**src/rtl/math_pipelined_arbiter_if.sv**
```systemverilog
// ============================================================================
// Module   : math_pipelined_arbiter_if
// Brief    : Request/response bundle between client engines and the shared adder arbiter.
// Revision : 1.0
// ============================================================================
`default_nettype none

interface math_pipelined_arbiter_if #(
  parameter int WIDTH   = 8,
  parameter int NUM_REQ = 4
) ();
  localparam int ID_W = (NUM_REQ > 1) ? $clog2(NUM_REQ) : 1;

  logic [NUM_REQ-1:0]       req_valid;
  logic [NUM_REQ-1:0]       req_ready;
  logic [NUM_REQ*WIDTH-1:0] req_a;
  logic [NUM_REQ*WIDTH-1:0] req_b;
  logic                     rsp_valid;
  logic                     rsp_ready;
  logic [ID_W-1:0]          rsp_id;
  logic [WIDTH-1:0]         rsp_sum;
  logic                     busy;

  modport master (
    output req_valid, req_a, req_b, rsp_ready,
    input  req_ready, rsp_valid, rsp_id, rsp_sum, busy
  );

  modport slave (
    input  req_valid, req_a, req_b, rsp_ready,
    output req_ready, rsp_valid, rsp_id, rsp_sum, busy
  );
endinterface

`default_nettype wire

```
**src/rtl/math_pipelined_arbiter.sv**
```systemverilog
// ============================================================================
// Module   : math_pipelined_arbiter
// Brief    : Round-robin arbiter sharing one carry-ripple chunked adder among requesters.
// Revision : 1.0
// ============================================================================
`default_nettype none

module math_pipelined #(
  parameter int WIDTH   = 8,
  parameter int LATENCY = 4
) (
  input  wire logic             clk,
  input  wire logic             ce_i,
  input  wire logic [WIDTH-1:0] d_i,
  input  wire logic [WIDTH-1:0] i_i,
  output logic      [WIDTH-1:0] q_o
);
  localparam int ALU_W  = (WIDTH + LATENCY - 1) / LATENCY;
  localparam int CHUNKS = (WIDTH + ALU_W - 1) / ALU_W;
  localparam int PAD_W  = CHUNKS * ALU_W;
  localparam int IDX_W  = $clog2(CHUNKS + 1);
  localparam logic [PAD_W-1:0] MASK = (PAD_W'(1) << ALU_W) - PAD_W'(1);

  logic [PAD_W-1:0] d_ext, b_d, b_q, sum_d, sum_q, sum_base;
  logic [IDX_W-1:0] idx_d, idx_q, cur;
  logic             carry_d, carry_q;
  logic [ALU_W:0]   part;
  int               sh;

  // ce computes chunk 0 immediately; each later cycle ripples one more chunk
  always_comb begin
    d_ext    = PAD_W'(d_i);
    b_d      = ce_i ? PAD_W'(i_i) : b_q;
    idx_d    = idx_q;
    carry_d  = carry_q;
    sum_d    = sum_q;
    cur      = ce_i ? '0 : idx_q;
    sum_base = ce_i ? '0 : sum_q;
    sh       = int'(cur) * ALU_W;
    part     = {1'b0, ALU_W'(d_ext >> sh)} + {1'b0, ALU_W'(b_d >> sh)}
             + {{ALU_W{1'b0}}, (ce_i ? 1'b0 : carry_q)};
    if (ce_i || (idx_q < IDX_W'(CHUNKS))) begin
      sum_d   = (sum_base & ~(MASK << sh)) | (PAD_W'(part[ALU_W-1:0]) << sh);
      carry_d = part[ALU_W];
      idx_d   = cur + IDX_W'(1);
    end
  end

  always_ff @(posedge clk) begin
    b_q     <= b_d;
    idx_q   <= idx_d;
    carry_q <= carry_d;
    sum_q   <= sum_d;
  end

  assign q_o = sum_q[WIDTH-1:0];
endmodule

module math_pipelined_arbiter #(
  parameter int WIDTH   = 8,
  parameter int LATENCY = 4,
  parameter int NUM_REQ = 4
) (
  input wire logic               clk,
  input wire logic               rst_n,
  math_pipelined_arbiter_if.slave bus
);
  localparam int ALU_W  = (WIDTH + LATENCY - 1) / LATENCY;
  localparam int CHUNKS = (WIDTH + ALU_W - 1) / ALU_W;
  localparam int ID_W   = (NUM_REQ > 1) ? $clog2(NUM_REQ) : 1;
  localparam int CNT_W  = (CHUNKS > 1) ? $clog2(CHUNKS) : 1;

  localparam logic [1:0] S_IDLE = 2'd0;
  localparam logic [1:0] S_LOAD = 2'd1;
  localparam logic [1:0] S_RUN  = 2'd2;
  localparam logic [1:0] S_RESP = 2'd3;

  logic [1:0]         state_q, state_d;
  logic [ID_W-1:0]    rr_ptr_q, id_q, win, cand;
  logic               found;
  logic [WIDTH-1:0]   a_q, b_q, a_sel, b_sel, sum;
  logic [CNT_W-1:0]   cnt_q;
  logic               rsp_valid_q;
  logic [ID_W-1:0]    rsp_id_q;
  logic [WIDTH-1:0]   rsp_sum_q;
  logic [NUM_REQ-1:0] req_ready;
  logic               ce;
  logic               busy;
  int                 j;

  // Search starts just after the last winner, so it drops to lowest priority
  always_comb begin
    found = 1'b0;
    win   = '0;
    cand  = '0;
    j     = 0;
    for (int off = 1; off <= NUM_REQ; off++) begin
      j    = (int'(rr_ptr_q) + off) % NUM_REQ;
      cand = ID_W'(j);
      if (!found && bus.req_valid[cand]) begin
        found = 1'b1;
        win   = cand;
      end
    end
  end

  always_comb begin
    a_sel = '0;
    b_sel = '0;
    for (int k = 0; k < NUM_REQ; k++) begin
      if (ID_W'(k) == win) begin
        a_sel = bus.req_a[k*WIDTH +: WIDTH];
        b_sel = bus.req_b[k*WIDTH +: WIDTH];
      end
    end
  end

  always_ff @(posedge clk or negedge rst_n) begin
    if (!rst_n) state_q <= S_IDLE;
    else        state_q <= state_d;
  end

  always_comb begin
    state_d = state_q;
    case (state_q)
      S_IDLE:  if (found) state_d = S_LOAD;
      S_LOAD:  state_d = S_RUN;
      S_RUN:   if (cnt_q == '0) state_d = S_RESP;
      S_RESP:  if (rsp_valid_q && bus.rsp_ready) state_d = S_IDLE;
      default: state_d = S_IDLE;
    endcase
  end

  // Grant is gated by rst_n so req_ready reads zero while reset is held
  always_comb begin
    req_ready = '0;
    if ((state_q == S_IDLE) && found && rst_n) req_ready[win] = 1'b1;
    ce   = (state_q == S_LOAD);
    busy = (state_q != S_IDLE);
  end

  always_ff @(posedge clk or negedge rst_n) begin
    if (!rst_n) begin
      rr_ptr_q    <= ID_W'(NUM_REQ - 1);
      id_q        <= '0;
      a_q         <= '0;
      b_q         <= '0;
      cnt_q       <= '0;
      rsp_valid_q <= 1'b0;
      rsp_id_q    <= '0;
      rsp_sum_q   <= '0;
    end else begin
      case (state_q)
        S_IDLE: if (found) begin
          a_q      <= a_sel;
          b_q      <= b_sel;
          id_q     <= win;
          rr_ptr_q <= win;
        end
        S_LOAD: cnt_q <= CNT_W'(CHUNKS - 1);
        S_RUN: begin
          cnt_q <= cnt_q - CNT_W'(1);
          if (cnt_q == '0) begin
            rsp_sum_q   <= sum;
            rsp_id_q    <= id_q;
            rsp_valid_q <= 1'b1;
          end
        end
        S_RESP: if (bus.rsp_ready) rsp_valid_q <= 1'b0;
        default: ;
      endcase
    end
  end

  math_pipelined #(
    .WIDTH   (WIDTH),
    .LATENCY (LATENCY)
  ) u_adder (
    .clk  (clk),
    .ce_i (ce),
    .d_i  (a_q),
    .i_i  (b_q),
    .q_o  (sum)
  );

  assign bus.req_ready = req_ready;
  assign bus.rsp_valid = rsp_valid_q;
  assign bus.rsp_id    = rsp_id_q;
  assign bus.rsp_sum   = rsp_sum_q;
  assign bus.busy      = busy;
endmodule

`default_nettype wire

```
**src/flat_wrapper.sv**
```systemverilog
// flat-port wrapper written by rule: the top's interface ports become plain ports
module math_pipelined_arbiter_flat 
#(
  parameter int WIDTH   = 8,
  parameter int LATENCY = 4,
  parameter int NUM_REQ = 4
)
  (clk, rst_n, bus_req_valid, bus_req_a, bus_req_b, bus_rsp_ready, bus_req_ready, bus_rsp_valid, bus_rsp_id, bus_rsp_sum, bus_busy);
  math_pipelined_arbiter_if #(.WIDTH(WIDTH), .NUM_REQ(NUM_REQ)) bus_i ();
  input wire logic clk;
  input wire logic rst_n;
  input wire logic [$bits(bus_i.req_valid)-1:0] bus_req_valid;
  input wire logic [$bits(bus_i.req_a)-1:0] bus_req_a;
  input wire logic [$bits(bus_i.req_b)-1:0] bus_req_b;
  input wire logic [$bits(bus_i.rsp_ready)-1:0] bus_rsp_ready;
  output wire logic [$bits(bus_i.req_ready)-1:0] bus_req_ready;
  output wire logic [$bits(bus_i.rsp_valid)-1:0] bus_rsp_valid;
  output wire logic [$bits(bus_i.rsp_id)-1:0] bus_rsp_id;
  output wire logic [$bits(bus_i.rsp_sum)-1:0] bus_rsp_sum;
  output wire logic [$bits(bus_i.busy)-1:0] bus_busy;
  assign bus_i.req_valid = bus_req_valid;
  assign bus_i.req_a = bus_req_a;
  assign bus_i.req_b = bus_req_b;
  assign bus_i.rsp_ready = bus_rsp_ready;
  assign bus_req_ready = bus_i.req_ready;
  assign bus_rsp_valid = bus_i.rsp_valid;
  assign bus_rsp_id = bus_i.rsp_id;
  assign bus_rsp_sum = bus_i.rsp_sum;
  assign bus_busy = bus_i.busy;
  math_pipelined_arbiter #(.WIDTH(WIDTH), .LATENCY(LATENCY), .NUM_REQ(NUM_REQ)) u_core (.clk(clk), .rst_n(rst_n), .bus(bus_i));
endmodule
```
**config.mk**
```make
export PLATFORM = sky130hd
export DESIGN_NAME = math_pipelined_arbiter_flat
export DESIGN_NICKNAME = d
export VERILOG_FILES = /design/src/rtl/math_pipelined_arbiter_if.sv /design/src/rtl/math_pipelined_arbiter.sv /design/src/flat_wrapper.sv
export SDC_FILE = /design/constraint.sdc
export NUM_CORES = 1
export LEC_CHECK = 0
export CAP_MARGIN = 20
export CORE_ASPECT_RATIO = 0.75
export CORE_MARGIN = 1.5
export CORE_UTILIZATION = 50
export DETAILED_ROUTE_END_ITERATION = 8
export GPL_TIMING_DRIVEN = 0
export PLACE_DENSITY = 0.82
export SETUP_SLACK_MARGIN = 0.05
export SYNTH_ARGS = -nofsm -noshare
export SYNTH_HDL_FRONTEND = slang
export SYNTH_SLANG_ARGS = --single-unit
```
**constraint.sdc**
```tcl
create_clock -name clk -period 5.25 [get_ports clk]
set_input_delay 1.05 -clock clk [delete_from_list [all_inputs] [get_ports clk]]
set_output_delay 1.05 -clock clk [all_outputs]
set_load 0.005 [all_outputs]
```
==> impl_metrics.ini, run 1 <==
[synth]
syn_nets = 385
synthesis.area_um2 = 3200
synth-edff-count = 12
synthFlopType = dfrtp_1
synth-seq-cells = 55
async_reset_ff_share_pct = 63.6
yosys_warnings = 0
synth_area_per_cell_um2 = 10.6
ys_seq_area_share_pct = 43.8
synth_cell_types = 42
netlist_instances = 301

[floorplan]
core_um2 = 6220
io_pins = 87
fp.dieH_um = 72.2
rows = 25
die-area_um2 = 6880
dieWidth_um = 95.3
initial_utilization_pct = 51.3

[min_path]
hp-class = reg2reg

[clocking]
cts_sinks = 55
cts.clk_slew.worst_paths_ns = 0.10
htree_levels = 2
cts_made_buffers = 5
clockBufferDepth = 2
clkLatencyLatePin_ns = 0.31
ctsRootBufferMaster = clkbuf_8
hold_buffers = 0
postCtsSetupBuffers = 0
cts_tree = built
cts_resized = 0

[power_and_ir_drop]
ir_worst_vdd_mv = 0.242
cellLeakagePower_nw = 1.74
p_per_area_nw_per_um2 = 577

[global_route]
grt_pass1_vias = 2561
grt_antenna_before_repair = 0
grt_util_met1_pct = 30.0
use_met3_pct = 3.46
top_usage_layer = met2
grt.total_usage_pct = 22.2
grt-ovfl-total = 0
grt_pass1_wl_um = 11900
grt_max_degree = 38
met2_usage_pct = 37.7

[sta]
fin_skew_ns = 0.00614
hold_violations = 0
rsz0062_at_grt = no
setup_viol = 0
tightest_slew_ns = 0.788
drv_slew = 0
setup_ws_ns = 0.787
slew_headroom_pct = 47.5
max_freq_mhz = 224
period_needed_ns = 4.46
whs_ns = 0.490
fin_crit_sh_pct = 85.0
tns_ns = 0

[placed_design]
hpwl_um = 5740
place.gp.congestion = 0.821
portBuffers = 86
post-place-ws_ns = 0.814

[drt]
first_iter_violations = 146
wl_per_cell_um = 15.3
ant_nets = 0
wirelength_um = 7280
first_pass_iters = 4
route.vias.total = 2609
via_per_inst = 5.48
drcViolationCount = 0

[critical_path]
cp_slowest_cell = clkdlybuf4s50_1
endpoint_kind = primary output
crit_type = in2out
cp.buffers_inverters = 3
crit_path_max_fanout = 10
critPathRequiredTime_ns = 4.20
cp_common_cell = clkdlybuf4s50_1
start_kind = primary input
worstPathCellList = clkdlybuf4s50_1 > nor2_1 > a21oi_1 > clkbuf_1 > nand2_1 > nor3b_1 > clkdlybuf4s50_1
max_stage_delay_ns = 0.55
rrSetupSlack_ns = 1.75
path_delay_family = buffers and inverters
arrival_ns = 3.41

[finish]
final_core_util_pct = 68.6
multi_input_area_um2 = 1600
antennaDiodeCount = 0
syn2layout_area_growth_pct = 33.6
final_nets = 478
fillers = 460
layout-drive-gt1-share_pct = 13.4
final-seq-area_um2 = 1400

[status]
outcome = completed

[flow_run]
max_cap_viol_count = 0
[where the power goes]
group | switching, mW | leakage (nW) | internal (mW)
Combinational | 0.709 | 1.08 | 0.644
Clock | 0.143 | 0.0587 | 0.145
Sequential | 0.120 | 0.596 | 0.703
Total | 0.973 | 1.74 | 1.49
[per-layer routing]
metal | routed length (um) | vias up
met4 | 47 | 0
met5 | 0 | -
met1 | 3340 | 1219
met3 | 460 | 5
li1 | - | 1288
met2 | 3430 | 97
[stage by stage]
step,area (um^2),cells,power (mW)
2_1_floorplan,3200,301,1.76
5_1_grt,4270,476,2.66
6_report,4270,476,2.46
3_3_place_gp,4160,468,2.12
4_1_cts,4270,476,2.48
3_5_place_dp,4150,468,2.19
[synthesized netlist by cell type (2+ instances only)]
cell type  instances  area [um^2]
dfrtp_1           33          826
mux2_2            27          304
nand2_1           26         97.6
nor2_1            24         90.1
nand3_1           22          110
a211oi_1          20          150
inv_1             19         71.3
mux2i_1           19          190
edfxtp_1          12          360
ha_1              11          138
dfxtp_1            8          160
a32o_1             7         70.1
nor2b_1            7         43.8
a21oi_1            6         30.0
clkbuf_1           6         22.5
o311ai_1           6         52.6
buf_2              4         20.0
o311ai_2           4         65.1
a21o_1             3         22.5
mux2_1             3         33.8
nand2b_1           3         18.8
a22oi_1            2         15.0
a311oi_1           2         17.5
a32oi_1            2         17.5
buf_1              2         7.51
buf_12             2         40.0
buf_6              2         22.5
dfstp_2            2         52.6
fa_1               2         40.0
nor3_1             2         10.0
o21ai_0            2         10.0
[layout by cell type, fill, tap and decap left out, types with 2 or more instances in the layout]
cell	count
buf_1	2
buf_6	2
dfstp_2	2
a21o_1	3
o21ai_0	2
buf_12	2
clkdlybuf4s50_1	85
nor2_1	24
o311ai_1	6
nand2_1	26
clkbuf_1	6
mux2i_1	19
fa_1	2
a211oi_1	20
nand2b_1	3
nand3_1	22
a311oi_1	2
a32o_1	7
mux2_1	3
inv_1	19
edfxtp_1	12
a32oi_1	2
nor2b_1	7
clkbuf_8	5
a21oi_1	6
o311ai_2	4
dfxtp_1	8
nor3_1	2
mux2_2	27
buf_2	5
ha_1	11
dfrtp_1	33
a22oi_1	2
[cell type report]
type	count	share of cell area, %
Inverter	20	1.76
Multi-Input combinational cell	209	37.5
Clock buffer	5	1.61
Clock inverter	3	1.11
Buffer	17	2.81
Timing Repair Buffer	86	20.0
Sequential cell	55	32.8
Tap cell	81	2.37
[registers in the layout, summed over array words and instances (netlist names)]
signal,cells
u_core.a_q,8
u_core.b_q,8
u_core.bus.rsp_sum,8
u_core.u_adder.b_q,8
u_core.u_adder.q_o,8
u_core.u_adder.idx_q,3
u_core.bus.rsp_id,2
u_core.cnt_q,2
u_core.id_q,2
u_core.rr_ptr_q,2
u_core.state_q,2
u_core.bus.rsp_valid,1
u_core.u_adder.carry_q,1
[kinds of logic (layout without fill, tap and decap cells)]
kind of cell | after synthesis | after routing | share of synthesized area, %
AOI/OAI and AO/OA | 61 | 61 | 16.0
muxes | 49 | 49 | 16.5
DFF | 55 | 55 | 43.8
adders and majority gates | 13 | 13 | 5.56
buffers and inverters | 37 | 131 | 6.11
and+or+nand+nor | 86 | 86 | 12.1
[final timing paths]
path	from	to	depth (start not counted)
min in group asynchronous	rst_n	u_core.bus.rsp_valid	1
worst min register to register	u_core.u_adder.b_q[4]	u_core.u_adder.b_q[4]	1
worst max register to register	u_core.state_q[1]	u_core.u_adder.q_o[1]	13
worst max-delay path	bus_req_valid[1]	bus_req_ready[1]	7
worst min-delay path	u_core.u_adder.b_q[4]	u_core.u_adder.b_q[4]	1
max in group asynchronous	rst_n	u_core.b_q[3]	1
Power figures use the tool's default switching activity.
==> inputs of run 2 (changes only) <==
--- a/config.mk
+++ b/config.mk
@@ -5,12 +5,12 @@
 export SDC_FILE = /design/constraint.sdc
 export NUM_CORES = 1
 export LEC_CHECK = 0
-export CAP_MARGIN = 20
-export CORE_ASPECT_RATIO = 0.75
+export CORE_ASPECT_RATIO = 0.9
 export CORE_MARGIN = 1.5
 export CORE_UTILIZATION = 50
 export DETAILED_ROUTE_END_ITERATION = 8
 export GPL_TIMING_DRIVEN = 0
+export HOLD_SLACK_MARGIN = 0.06
 export PLACE_DENSITY = 0.82
 export SETUP_SLACK_MARGIN = 0.05
 export SYNTH_ARGS = -nofsm -noshare
==> run 2 against run 1 <==
  * Total power decreased by 1.1%
  * Largest cell class unchanged
  * Die area hardly changed
  * Highest routed layer unchanged
  * Combinational power about the same
  * Count of clock-buffer cells in the layout did not move
  * Hold slack worse by 0.0030 ns
  * Flip-flop and latch count is the same
  * Sequential power about the same
  * Non-clock buffer count stayed put
  * Design area is 0.29% lower
  * Wire length is 6.7% higher
==> impl_metrics.ini, run 2 (synthesis gave the netlist of run 1 again) <==
[global_route]
grt-ovfl-total = 0
grt_pass1_wl_um = 12900
grt_max_degree = 38
grt_antenna_before_repair = 0
grt.total_usage_pct = 24.1
grt_pass1_vias = 2788

[critical_path]
rr_worst_depth = 13
crit_type = in2out
arrival_ns = 3.39
critPathRequiredTime_ns = 4.20
reg2reg_from = u_core.state_q[1]
crit_path_max_fanout = 10
worst_r2r_endpoint = u_core.u_adder.q_o[3]
endpoint_kind = primary output
start_kind = primary input
rrSetupSlack_ns = 1.75

[placed_design]
placed_cells = 474
place.gp.congestion = 0.852
portBuffers = 86
hpwl_um = 6070

[sta]
hold_violations = 0
max_freq_mhz = 225
slew_headroom_pct = 44.9
setup_viol = 0
tns_ns = 0
drv_slew = 0
fin_crit_sh_pct = 84.6
fin_skew_ns = 0.0183
tightest_slew_ns = 0.826
period_needed_ns = 4.44
rsz0062_at_grt = no

[clocking]
clkLatencyLatePin_ns = 0.33
cts_sinks = 55
cts_tree = built
htree_levels = 2
cts_made_buffers = 5
ctsRootBufferMaster = clkbuf_8
clockBufferDepth = 2
cts_resized = 0
postCtsSetupBuffers = 0
cts.clk_slew.worst_paths_ns = 0.10
hold_buffers = 0

[finish]
layout-drive-gt1-share_pct = 13.4
layout_commonest_cell = clkdlybuf4s50_1
final_cell_mix = clkdlybuf4s50_1, dfrtp_1, mux2_2
final_core_util_pct = 69.2
final_nets = 478
layout.cells.non_filler = 482
syn2layout_area_growth_pct = 33.2
antennaDiodeCount = 0

[drt]
drcViolationCount = 0
first_iter_violations = 74
wl_per_cell_um = 16.1
wirelength_um = 7770
ant_nets = 0
via_per_inst = 5.60
first_pass_iters = 4
route.vias.total = 2701

[power_and_ir_drop]
p_per_area_nw_per_um2 = 573
ir_worst_vdd_mv = 0.274
cellLeakagePower_nw = 1.72

[floorplan]
initial_utilization_pct = 52.0
rows = 27
dieWidth_um = 87.3
core_um2 = 6150
fp.dieH_um = 78.8
io_pins = 87
die-area_um2 = 6880

[flow_run]
max_cap_viol_count = 0

[min_path]
hold_path_end = u_core.id_q[1]
hp-start = u_core.id_q[1]
whs_path_depth = 2
hp-class = reg2reg

[status]
outcome = completed
-- run 2: cell count changes in the layout (fill, tap and decap cells not counted), sizes merged --
cell,before,now
clkinv,2,1
inv,20,21
bufinv,1,0
clkinvlp,0,1
-- run 2: cell type report --
cell class	count	area, um^2
inverters	20	75.1
clock inverters	3	27.5
well taps	87	109
flip-flops and latches	55	1400
multi-input cells	209	1600
plain buffers	17	120
repair buffers	86	856
clock buffers	5	68.8
fillers	503	1890
-- run 2: critical path, stage by stage --
cell	delay [ns]
clkdlybuf4s50_1	0.47
nor2b_1	0.16
o21ai_1	0.41
a21o_1	0.21
buf_6	0.16
buf_4	0.18
nor3b_1	0.20
clkdlybuf4s50_1	0.55
-- run 2: per-stage QoR --
step                      cell area (um^2)  total power, mW  setup WS [ns]  hold slack [ns]
after global routing                  4260             2.62          0.563            0.508
final                                 4260             2.44          0.808            0.487
after global placement                4170             2.12          0.480            0.460
after CTS                             4260             2.45          0.795            0.495
after floorplan                       3200             1.76           2.05            0.443
after detailed placement              4160             2.19          0.815            0.470
-- run 2: power by group --
part / switching (mW) / total, mW / internal, mW / leakage (nW)
Clock: 0.153 / 0.252 / 0.0992 / 0.0467
Combinational: 0.718 / 1.36 / 0.644 / 1.08
Sequential: 0.121 / 0.823 / 0.702 / 0.596
Total: 0.992 / 2.44 / 1.45 / 1.72
-- run 2: per-layer routing --
metal / up-vias / global-route usage, % / routed length [um]
li1: 1285 / - / -
met1: 1309 / 29.1 / 3220
met2: 93 / 42.8 / 3940
met3: 14 / 4.37 / 440
met4: 0 / 8.57 / 162
met5: - / 0 / 0
-- run 2: how the worst max path moves through the flow --
stage                                start               end  slack [ns]  cells past startpoint
after detailed placement  bus_req_valid[1]  bus_req_ready[1]        0.82                      8
after floorplan           bus_req_valid[2]  bus_req_ready[1]        2.05                      6
after global routing      bus_req_valid[1]  bus_req_ready[1]        0.56                      8
after global placement               rst_n  bus_req_ready[3]        0.48                      4
final                     bus_req_valid[2]  bus_req_ready[1]        0.81                      8
after CTS                 bus_req_valid[1]  bus_req_ready[1]        0.79                      8
